`src/rtl/vga_sync_monitor.sv`:
```
// vga_sync_monitor
//   Recovers beam coordinates from the VGA generator's HS/VS pulses, measures
//   line length and frame height, and runs a SEARCH/VERIFY/LOCKED lock FSM
//   against the expected H_TOTAL x V_TOTAL timing.
//
// Ports
//   clk          pixel clock, all logic on rising edge
//   rst_n        synchronous active-low reset
//   HS, VS       horizontal / vertical sync from the generator (active high)
//   hcount       recovered pixel index in the current line
//   vcount       recovered line index in the current frame
//   line_len     clocks in the last completed line (saturating at 1023)
//   frame_lines  lines in the last completed frame (saturating at 1023)
//   locked       timing verified and tracking
//   sync_err     one-cycle pulse on a timing violation while locked
//   endofframe   locked and vcount >= V_EOF_START
module vga_sync_monitor #(
    parameter int unsigned H_TOTAL     = 800,
    parameter int unsigned V_TOTAL     = 525,
    parameter int unsigned V_EOF_START = 516
) (
    input  logic       clk,
    input  logic       rst_n,
    input  logic       HS,
    input  logic       VS,
    output logic [9:0] hcount,
    output logic [9:0] vcount,
    output logic [9:0] line_len,
    output logic [9:0] frame_lines,
    output logic       locked,
    output logic       sync_err,
    output logic       endofframe
);

    localparam logic [9:0] CNT_MAX = '1;
    localparam logic [9:0] H_LAST  = 10'(H_TOTAL - 1);
    localparam logic [9:0] V_LAST  = 10'(V_TOTAL - 1);
    localparam logic [9:0] V_EOF   = 10'(V_EOF_START);

    typedef enum logic [1:0] {
        SEARCH,
        VERIFY,
        LOCKED
    } lock_state_t;

    lock_state_t state, state_nxt;

    logic hs_q, hs_p, vs_q, vs_p;
    logic vs_pend;
    logic fault_seen, fault_seen_nxt;
    logic skip_line, skip_line_nxt;
    logic sync_err_nxt;

    logic hs_rise, vs_rise, v_zero;
    logic line_fault, frame_fault, fault;

    // Edge detection and fault qualification on the registered sync samples
    always_comb begin
        hs_rise = hs_q & ~hs_p;
        vs_rise = vs_q & ~vs_p;
        // A pending VS (or one rising together with HS) makes this HS rise
        // the frame origin.
        v_zero  = hs_rise & (vs_pend | vs_rise);
        // The first HS rise after (re)entering SEARCH/VERIFY measures a line
        // of unknown length, so its length check is masked.
        line_fault  = (hs_rise && !skip_line && (hcount != H_LAST))
                    || (hcount == CNT_MAX);
        frame_fault = (v_zero && (vcount != V_LAST))
                    || (vcount == CNT_MAX);
        fault = line_fault | frame_fault;
    end

    // Lock FSM next-state logic
    always_comb begin
        state_nxt      = state;
        fault_seen_nxt = fault_seen;
        skip_line_nxt  = skip_line & ~hs_rise;
        sync_err_nxt   = 1'b0;

        unique case (state)
            SEARCH: begin
                if (v_zero) begin
                    state_nxt      = VERIFY;
                    fault_seen_nxt = 1'b0;
                    skip_line_nxt  = 1'b1;
                end
            end
            VERIFY: begin
                if (v_zero) begin
                    // Faults on the closing HS rise count against this frame
                    if (fault_seen || fault) begin
                        fault_seen_nxt = 1'b0;
                    end else begin
                        state_nxt = LOCKED;
                    end
                end else begin
                    fault_seen_nxt = fault_seen | fault;
                end
            end
            LOCKED: begin
                if (fault) begin
                    state_nxt      = SEARCH;
                    sync_err_nxt   = 1'b1;
                    skip_line_nxt  = 1'b1;
                    fault_seen_nxt = 1'b0;
                end
            end
            default: begin
                state_nxt = SEARCH;
            end
        endcase
    end

    always_ff @(posedge clk) begin
        if (!rst_n) begin
            hs_q        <= 1'b0;
            hs_p        <= 1'b0;
            vs_q        <= 1'b0;
            vs_p        <= 1'b0;
            vs_pend     <= 1'b0;
            hcount      <= '0;
            vcount      <= '0;
            line_len    <= '0;
            frame_lines <= '0;
            state       <= SEARCH;
            fault_seen  <= 1'b0;
            skip_line   <= 1'b1;
            sync_err    <= 1'b0;
        end else begin
            hs_q <= HS;
            hs_p <= hs_q;
            vs_q <= VS;
            vs_p <= vs_q;

            if (hs_rise) begin
                hcount   <= '0;
                line_len <= (hcount == CNT_MAX) ? CNT_MAX : hcount + 10'd1;
            end else if (hcount != CNT_MAX) begin
                hcount <= hcount + 10'd1;
            end

            if (v_zero) begin
                vcount      <= '0;
                frame_lines <= (vcount == CNT_MAX) ? CNT_MAX : vcount + 10'd1;
                vs_pend     <= 1'b0;
            end else begin
                if (hs_rise && (vcount != CNT_MAX)) begin
                    vcount <= vcount + 10'd1;
                end
                if (vs_rise) begin
                    vs_pend <= 1'b1;
                end
            end

            state      <= state_nxt;
            fault_seen <= fault_seen_nxt;
            skip_line  <= skip_line_nxt;
            sync_err   <= sync_err_nxt;
        end
    end

    assign locked     = (state == LOCKED);
    assign endofframe = locked && (vcount >= V_EOF);

endmodule
```
`config.mk`:
```
export PLATFORM = sky130hd
export DESIGN_NAME = vga_sync_monitor
export DESIGN_NICKNAME = d
export VERILOG_FILES = /design/src/rtl/vga_sync_monitor.sv
export SDC_FILE = /design/constraint.sdc
export NUM_CORES = 1
export LEC_CHECK = 0
export CAP_MARGIN = 20
export CELL_PAD_IN_SITES_DETAIL_PLACEMENT = 1
export CELL_PAD_IN_SITES_GLOBAL_PLACEMENT = 1
export CORE_MARGIN = 5
export CORE_UTILIZATION = 40
export CTS_CLUSTER_SIZE = 40
export DETAILED_ROUTE_END_ITERATION = 10
export GPL_TIMING_DRIVEN = 0
export PLACE_DENSITY_LB_ADDON = 0.1
export RECOVER_POWER = 50
export REMOVE_ABC_BUFFERS = 1
export SYNTH_ARGS = -nofsm -noshare
export SYNTH_HDL_FRONTEND = slang
export SYNTH_SLANG_ARGS = --single-unit
```
`constraint.sdc`:
```
create_clock -name clk -period 4.2 [get_ports clk]
set_input_delay 0.42 -clock clk [delete_from_list [all_inputs] [get_ports clk]]
set_output_delay 0.42 -clock clk [all_outputs]
set_load 0.02 [all_outputs]
```
# [Word level (Yosys, flattened, before mapping)]
# Index checks and enable logic that the tools add are counted.
[word_totals] ff_bits=50 in_bits=4 word_cells=72
[op_classes] addsub=2 n_lt_le_gt_ge=1 eq_ne=13 muxes=16 bitwise_logic=11 reduce_logical=16
[ops] op="$ne 10x10->1 const B" n=4
[ops] op="$add 10x1->10 const B" n=2
[ops] op="$eq 10x10->1 const B" n=2
[ops] op="$mux 10" n=2
[ops] op="$ge 10x10->1 const B" n=1
[ops] op="$mux 2" n=4
[ops] op="$reduce_and 4->1" n=2
[ops] op="$mux 1" n=7
[ops] op="$ne 2x2->1 const B" n=3
[ops] op="$pmux 2 s3" n=1
[ops] op="$logic_and 1x1->1" n=5
[ops] op="$and 1x1->1" n=4
[ops] op="$not 1->1" n=4
[ops] op="$reduce_or 2->1" n=2
[ops] op="$logic_or 1x1->1" n=3
[ops] op="$ne 3x3->1 const B" n=1
[ops] op="$or 1x1->1" n=3
[ops] op="$pmux 1 s3" n=1
[ops] op="$reduce_bool 3->1" n=1
[ops] op="$eq 2x1->1 const B" n=1
[ops] op="$eq 2x2->1 const B" n=1
[ops] op="$logic_not 2->1" n=1
[ops] op="$ne 2x1->1 const B" n=1
[ops] op="$pmux 1 s2" n=1
[ops] op="2 further kinds" n=2

# [Logic depth before layout (Yosys ltp)]
[depth] depth_word=11 ltp_mapped=6 ltp_nobuf=6

# [Worst setup path before layout]
# No wires, ideal clock.
[synth_path] kind="register to register" startpoint="register vcount[1]" endpoint="register frame_lines[8]" t_arrival_ns=1.731 setup_slack_ns=2.347 path_stages_with_launch=6 n_path_buf=0 synth_period_minus_slack_ns=1.853 cell_sequence="dfxtp_1 ha_1 nand3_1 or4b_1 o211ai_1 a21oi_1"
[synth_via] elab_chain_len=2 word_cells_on_any_way=3 classes_between="1 x add/sub; 1 x eq/ne; 1 x mux"
[synth_lines] item="start, declared" line="27" rtl="output logic [9:0] vcount,"
[synth_lines] item="start signal, assigned" line="148" rtl="vcount <= vcount + 10'd1;"
[synth_lines] item="$add 10x1->10 / $eq 10x10->1 (equally long branches)" line="144" rtl="frame_lines <= (vcount == CNT_MAX) ? CNT_MAX : vcount + 10'd1;"
[synth_lines] item="$mux 10 (*)" line="144"
[synth_lines] item="end signal, assigned" line="144"
[synth_lines] item="end, declared" line="29" rtl="output logic [9:0] frame_lines,"
# Mark *: on every way between the ends. The rest lies on a longest branch, timed or not.
# A chain may end at the register's enable or synchronous reset.

# [Worst setup path after layout]
[layout_path] startpoint="register vcount[5]" endpoint="output port endofframe"
[layout_via] elab_chain_len=2
[layout_lines] item="$ge 10x10->1" line="163" rtl="assign endofframe = locked && (vcount >= V_EOF);"
[layout_lines] item="$logic_and 1x1->1" line="163"
[layout_lines] item="end, declared" line="32" rtl="output logic endofframe"
# Every way passes these cells.

==> run metrics <==
status=finished, final reports clean; Highest Clock Rate=395.6 MHz; maximum clock path buffer count=2; endpoint of the most critical register-to-register path=sync_err$_SDFF_PN0_; detailed placement HPWL=4.407 mm; cell taking the most area after synthesis=sky130_fd_sc_hd__dfxtp_1; category of the worst setup path launch point=register; number of hold buffers added after CTS=0; share of the synthesized area in the top cell type=around 44%; die boundary height=85.00 µm; reg2reg path depth=5; CP peak stage delay=about 0.58 ns; initial antenna violation count=0; Max-cap violations=0; number of buffers added by the clock tree synthesis step=5; post-synthesis cell area=2250 µm²; cell types occupying the most area after synthesis=sky130_fd_sc_hd__dfxtp_1 44%, sky130_fd_sc_hd__o21ai_0 4.7%, sky130_fd_sc_hd__nor2_1 4.5%; critical path capture point type=output port; Syn. warnings=0; Period minus WS final=2.528 ns; Syn-to-layout area delta=26.31%; length of routed met3 wiring=roughly 160 µm; DR vias/cell=~5.4; CP arrival=2.11 ns; Setup TNS Final=0 ns; min-delay src=line_len[3]$_SDFFE_PN0P_; number of violations reported at the end of detailed-routing iteration 0=79; number of standard cells in the layout, taps in and fillers out=373; most common library cell in the layout ignoring fill and taps=sky130_fd_sc_hd__dfxtp_1; type of the worst setup path=reg -> out; number of distinct library cells after synthesis=46; number of global-route vias before repair=around 2000; maximum number of pins on one net before global-route repair=23; Routed wire per std cell=~16 µm; hold worst-path end=line_len[3]$_SDFFE_PN0P_; initial core utilization=41.11%; Overflow after GRT=0; CTS H-Tree Depth=2; Setup Fix Bufs, Post-CTS=0; post-synthesis instance total=258; final weighted congestion in routability-driven placement=0.7821; commonest cells after routing, fill and taps aside=50 x sky130_fd_sc_hd__dfxtp_1, 37 x sky130_fd_sc_hd__dlygate4sd3_1, 27 x sky130_fd_sc_hd__nor2_1; Tcrit/Tclk final=about three fifths; met1 wire length=3.099 mm; unrepaired setup endpoints after global routing=false; total of endpoints with negative setup slack in the final report=0; Worst-Skew Late Latency=0.30 ns; total vias in the final route=2017; worst max-slew margin expressed relative to the limit=50.93%; clock tree from TritonCTS=done; IO Port Bufs=46; area post-placement=2724 µm²; # diodes=0; drt first pass iters=4; Crit-path slowest cell=sky130_fd_sc_hd__or4_4; count of flip-flops with a built-in enable after synthesis=0; transition time of the tightest slew-check pin=0.7336 ns; register-to-register path setup slack=2.12 ns; critical path required time=about 3.8 ns; number of standard-cell rows in the floorplan=27; series of cell instances along the critical path=or4_4, nor4_1, nor2_1, clkdlybuf4s50_1; static leakage=0.001091 µW; Clock Sink Count=50; post-cts repair resize count=0; Total Routing Usage GR=17.15%; Async S/R FF share, synth=0%; final worst-path setup slack=1.672 ns; kind of path behind the tightest hold check=reg -> reg; Post-Place Worst Slack=1.643 ns; depth of the worst hold-timing path=2; number of antenna-violating nets in the routed design=0; startpoint of the worst-slack reg-to-reg timing path=vcount[0]$_SDFFE_PP0P_; WP buf/inv=1; flip-flop and latch count after synthesis=50; number of top-level design ports=47; Avg Cell Area, Syn=8.720 µm²; Fin Clk Skew=0.003639 ns; primary flip-flop cell chosen by synthesis mapping=sky130_fd_sc_hd__dfxtp_1; Pwr per Cell Area=318.0 nW/µm²; Crit path max-delay family=simple AND/OR/NAND/NOR gates; first-pass GRT wire length=10.01 mm; biggest fanout along the worst timing path=9; width of the die=85.00 µm; count of pins over their slew limit=0; share of final-layout standard cells stronger than drive strength 1=5.316%; CTS root buf=sky130_fd_sc_hd__clkbuf_8; Die Area=slightly above 7000 µm²; cell count after placement=364; Routed met2 length=2.739 mm; Routed Wire Length=between 6 and 7 mm; uppermost signal routing layer after detailed routing=met4; worst-case vdd ir drop=0.1556 mV; nets@finish=307; fraction of the yosys area taken by sequential cells=~44%; Hold Fails Final Rpt=0; Std-Cell Core Area=5473 µm²; Post-Layout Inst Area=2841 µm²; register clock-pin slew on the reported worst setup and hold paths=0.09 ns; residual DRC count=0
==> state kept, by name, indices dropped and copies added (netlist names), 2 cells and up <==
signal / count
frame_lines: 10
hcount: 10
line_len: 10
vcount: 10
state: 2
==> cells in the mapped netlist (3+ instances only) <==
library cell                n
sky130_fd_sc_hd__dfxtp_1   50
sky130_fd_sc_hd__nor2_1    27
sky130_fd_sc_hd__nand2_1   22
sky130_fd_sc_hd__o21ai_0   21
sky130_fd_sc_hd__a21oi_1   20
sky130_fd_sc_hd__nor3_1     8
sky130_fd_sc_hd__inv_1      7
sky130_fd_sc_hd__nand4_1    7
sky130_fd_sc_hd__nor4_1     7
sky130_fd_sc_hd__clkbuf_1   6
sky130_fd_sc_hd__xnor2_1    6
sky130_fd_sc_hd__xor2_1     6
sky130_fd_sc_hd__and2_1     5
sky130_fd_sc_hd__mux2i_1    5
sky130_fd_sc_hd__a211oi_1   4
sky130_fd_sc_hd__nand3_1    4
sky130_fd_sc_hd__or3_1      4
sky130_fd_sc_hd__a31oi_1    3
sky130_fd_sc_hd__and3_1     3
sky130_fd_sc_hd__and4_1     3
sky130_fd_sc_hd__buf_6      3
sky130_fd_sc_hd__ha_1       3
sky130_fd_sc_hd__nor2b_1    3
sky130_fd_sc_hd__o211ai_1   3
sky130_fd_sc_hd__o311ai_0   3
==> worst min-delay path, delay by kind of cell, from the launching register on <==
kind / cells / cell delay, ns
AND/OR/NAND/NOR: 1 / 0.04
AO/OA/AOI/OAI: 1 / 0.06
flip-flops: 1 / 0.33
==> cells by family (layout without fill, tap and decap cells) <==
kind of cell    Yosys count  after routing  synth area share [%]
simple gates            102            102                 23.58
compound gates           65             65                 18.02
flops                    50             50                 44.49
buf+inv                  20             63                 4.894
xor+xnor                 12             12                 4.672
mux                       5              5                 2.225
fa+ha+maj                 4              4                 2.114
==> stage by stage <==
step	hold slack (ns)	utilization, %	total power, µW
after floorplan	0.4214	-	551.1
after global placement	0.4348	49.63	587.3
after detailed placement	0.4462	49.77	589.5
after CTS	0.4681	51.78	917.5
after global routing	0.4823	51.92	942.3
final	0.4606	51.92	903.6
==> metal layers <==
metal  GRT usage, %  vias to the layer above
li1               -                     1013
met1          23.92                      972
met2          26.62                       25
met3          3.883                        7
met4          4.604                        0
met5              0                        -
==> worst max-delay path by stage <==
stage                      startpoint                           to  slack, ns  cells after the start
3_5_place_dp          hs_q$_SDFF_PN0_  frame_lines[9]$_SDFFE_PN0P_       1.64                      5
4_1_cts               hs_q$_SDFF_PN0_  frame_lines[9]$_SDFFE_PN0P_       1.61                      5
5_1_grt        vcount[5]$_SDFFE_PP0P_                   endofframe       1.55                      4
6_report       vcount[5]$_SDFFE_PP0P_                   endofframe       1.67                      4
3_3_place_gp          hs_q$_SDFF_PN0_  frame_lines[0]$_SDFFE_PN0P_       1.35                      4
2_1_floorplan         hs_q$_SDFF_PN0_      fault_seen$_SDFFE_PN0P_       2.16                      4
==> final cells by class <==
class	instances	area, µm²
fillers	663	2631
multi-input cells	188	1139
flip-flops and latches	50	1001
repair buffers	48	475.5
clock buffers	8	110.1
well taps	72	90.09
inverters	7	26.28
==> power by group <==
group | internal, µW | switching (µW)
combinational | 30.7 | 46.7
sequential | 487 | 10.1
clock | 167 | 162
total | 684 | 219
(Power assumes the default switching activity.)
==> patch, RTL diff (same flow settings) <==
Register the output `hcount` once more; this adds one clock of latency there. The other outputs are not delayed to match.
--- a/src/rtl/vga_sync_monitor.sv
+++ b/src/rtl/vga_sync_monitor.sv
@@ -43,6 +43,8 @@
         LOCKED
     } lock_state_t;
 
+    logic [9:0] hcount_s0;
+
     lock_state_t state, state_nxt;
 
     logic hs_q, hs_p, vs_q, vs_p;
@@ -63,8 +65,8 @@
         v_zero  = hs_rise & (vs_pend | vs_rise);
         // The first HS rise after (re)entering SEARCH/VERIFY measures a line
         // of unknown length, so its length check is masked.
-        line_fault  = (hs_rise && !skip_line && (hcount != H_LAST))
-                    || (hcount == CNT_MAX);
+        line_fault  = (hs_rise && !skip_line && (hcount_s0 != H_LAST))
+                    || (hcount_s0 == CNT_MAX);
         frame_fault = (v_zero && (vcount != V_LAST))
                     || (vcount == CNT_MAX);
         fault = line_fault | frame_fault;
@@ -118,7 +120,7 @@
             vs_q        <= 1'b0;
             vs_p        <= 1'b0;
             vs_pend     <= 1'b0;
-            hcount      <= '0;
+            hcount_s0   <= '0;
             vcount      <= '0;
             line_len    <= '0;
             frame_lines <= '0;
@@ -133,10 +135,10 @@
             vs_p <= vs_q;
 
             if (hs_rise) begin
-                hcount   <= '0;
-                line_len <= (hcount == CNT_MAX) ? CNT_MAX : hcount + 10'd1;
-            end else if (hcount != CNT_MAX) begin
-                hcount <= hcount + 10'd1;
+                hcount_s0 <= '0;
+                line_len <= (hcount_s0 == CNT_MAX) ? CNT_MAX : hcount_s0 + 10'd1;
+            end else if (hcount_s0 != CNT_MAX) begin
+                hcount_s0 <= hcount_s0 + 10'd1;
             end
 
             if (v_zero) begin
@@ -162,4 +164,8 @@
     assign locked     = (state == LOCKED);
     assign endofframe = locked && (vcount >= V_EOF);
 
+    always_ff @(posedge clk) begin
+        hcount <= hcount_s0;
+    end
+
 endmodule
Check against the original RTL: not equivalent (a bounded check fails within 4 cycles, from zero or initial values and one cycle with rst_n low).
==> patch against the unedited design <==
Cell count is 4.0% higher; sequential cell count is 10 higher; critical path type unchanged; wire length is 1.1% higher; setup slack worse by 54 ps; first-iteration DRC count is 59% lower; combinational power is 4.0% lower; power is 26% higher; synthesized area is 8.3% higher; die area is 7.3% higher; design area is 9.3% higher.
==> patch: results (changes against the unedited design) <==
----------------------------------------------------
[Synthesis]
  Sequential cell area fraction in the yosys report ... 49.28% (+4.8 points)
  Compound-Gate Fraction of Synth Area ... 15.20% (-2.8 points)
  Post-synth design cell area ... 0.002437 mm² (+8.3%)
  Share of cell area taken by muxes after synthesis ... 2.053% (-0.17 points)
  Arithmetic-cell share of the synthesized area counting full adders, half adders and majority gates ... 1.951% (-0.16 points)
  Unique cell type count in the Yosys netlist ... 47 (+2.2%)
  Post-synthesis xor/xnor area fraction ... 5.031% (+0.36 points)
  Asr flop ratio synth ... 0% (unchanged)
  Cell types with the largest area share after synthesis ... dfxtp_1, o21ai_0, nor2_1, a21oi_1, nand2_1
  Post-synth top cells ... dfxtp_1, nor2_1, o21ai_0

[Setup path]
  Arrival time of data at the critical path endpoint ... 2160 ps (+50 ps)
  Worst-path fanout max ... 8 (-1)

[Place]
  Post-detailed-placement half-perimeter wirelength ... 4283 µm (-2.8%)
  RePlAce Congestion ... 0.7642 (-2.3%)
  Placement Setup Slack ... 1862 ps (+219.7 ps)

[GRT]
  Via count of the first global-routing pass ... 2089 (+4.9%)
  First-pass GRT wire length ... 10260 µm (+2.5%)
  Maximum number of pins on one net before global-route repair ... 24 (+4.3%)
  GRT Resource Usage Total ... 17.39% (+0.24 points)

[Route]
  Via/cell ratio ... 5.340 (-1.2%)
  Number of search-and-repair iterations in the first detailed-routing pass ... 4 (unchanged)
  DRC violation total after the first TritonRoute iteration ... 32 (-59%)
  DR WL/cell ... 15.80 µm (-2.8%)

[Clock tree]
  Number of CTS-inserted buffers ... 9 (+4)
  CTS-repair resized insts ... 0 (unchanged)
  Clock transition at path regs ... 70 ps (-20 ps)
  Maximum level of the CTS H-tree ... 3 (+1)
  Clock latency of the later-clocked register in the worst-skew pair ... 340 ps (+40 ps)
  Maximum root-to-sink buffer count ... 2 (unchanged)
  Number of setup buffers added after CTS ... 0 (unchanged)

[Power and ir drop]
  IR Drop Worst-Case VDD ... 0.1971 mV (+27%)
  Int Pwr ... 853.8 µW (+25%)
  Leakage dissipation ... 1.270 nW (+16%)

[Worst hold path]
  Worst min path class ... reg -> reg

[Status]
  Outcome ... finished, final reports clean

[Finish]
  Fraction of layout instances using a drive strength above 1 ... 7.668% (+2.4 points)
  Final layout net count ... 316 (+2.9%)
  Number of diodes added for antenna fixing ... 0 (unchanged)
  Fill cell total of the finished layout ... 680 (+2.6%)

[STA]
  Worst slew margin relative to its limit ... 44.10% (-6.8 points)
  Worst clock skew on the final layout ... 5.883 ps (+2.244 ps)

----------------------------------------------------
==> patch: cell type report <==
class,count,area (µm²),share of cell area [%]
clock inverter,4,25.02,0.8058
tap,75,93.84,3.022
timing repair buffer,47,467.9,15.07
multi-input combinational,185,1144,36.83
inverter,6,22.52,0.7252
clock buffer,11,151.4,4.875
sequential,60,1201,38.68
==> patch: final timing paths <==
check / startpoint / to / slack (ps) / depth (start not counted)
worst max register to register: hcount_s0[0] / fault_seen / 2060 / 5
worst max-delay path: vcount[5] / endofframe / 1620 / 4
worst min register to register: hcount_s0[3] / hcount[3] / 400 / 0
worst min-delay path: hcount_s0[3] / hcount[3] / 400 / 0
==> patch: per-layer routing <==
metal  GRT usage (%)  up-vias  share of wire (%)
met5               0        -                  0
met4           8.654        0                2.0
met3           4.327       10                3.7
met2           30.48       40                 52
met1           19.58     1002                 43
li1                -     1020                  -
==> patch: logic make-up after synthesis <==
family / Yosys count
buf+inv: 17
fa+ha+maj: 4
xor+xnor: 14
flops: 60
compound gates: 59
simple gates: 103
mux: 5
==> patch: stage by stage <==
step | hold WS [ps] | std cells | power, mW | instance area (µm²)
global route | 422.2 | 388 | 1.182 | 3105
global placement | 383.2 | 372 | 0.6834 | 2922
detailed placement | 391.0 | 373 | 0.6864 | 2929
floorplan | 368.2 | 251 | 0.6482 | 2367
finish | 401.3 | 388 | 1.135 | 3105
CTS | 401.3 | 388 | 1.153 | 3105
==> patch: power groups by stage <==
| stage | registers, mW | clock network (mW) | logic, mW |
|---|---|---|---|
| after floorplan | 0.616 | 0 | 0.0321 |
| final | 0.595 | 0.466 | 0.0743 |
| after global routing | 0.597 | 0.504 | 0.0816 |
| after CTS | 0.595 | 0.479 | 0.0797 |
| after detailed placement | 0.608 | 0 | 0.0789 |
| after global placement | 0.607 | 0 | 0.0765 |
==> patch: worst max-delay path, cell delays in order, from the launching register on <==
cell             delay [ps]
dfxtp_1                 390
or4_4                   600
nor4_1                  190
nor2_1                   90
clkdlybuf4s50_1         550
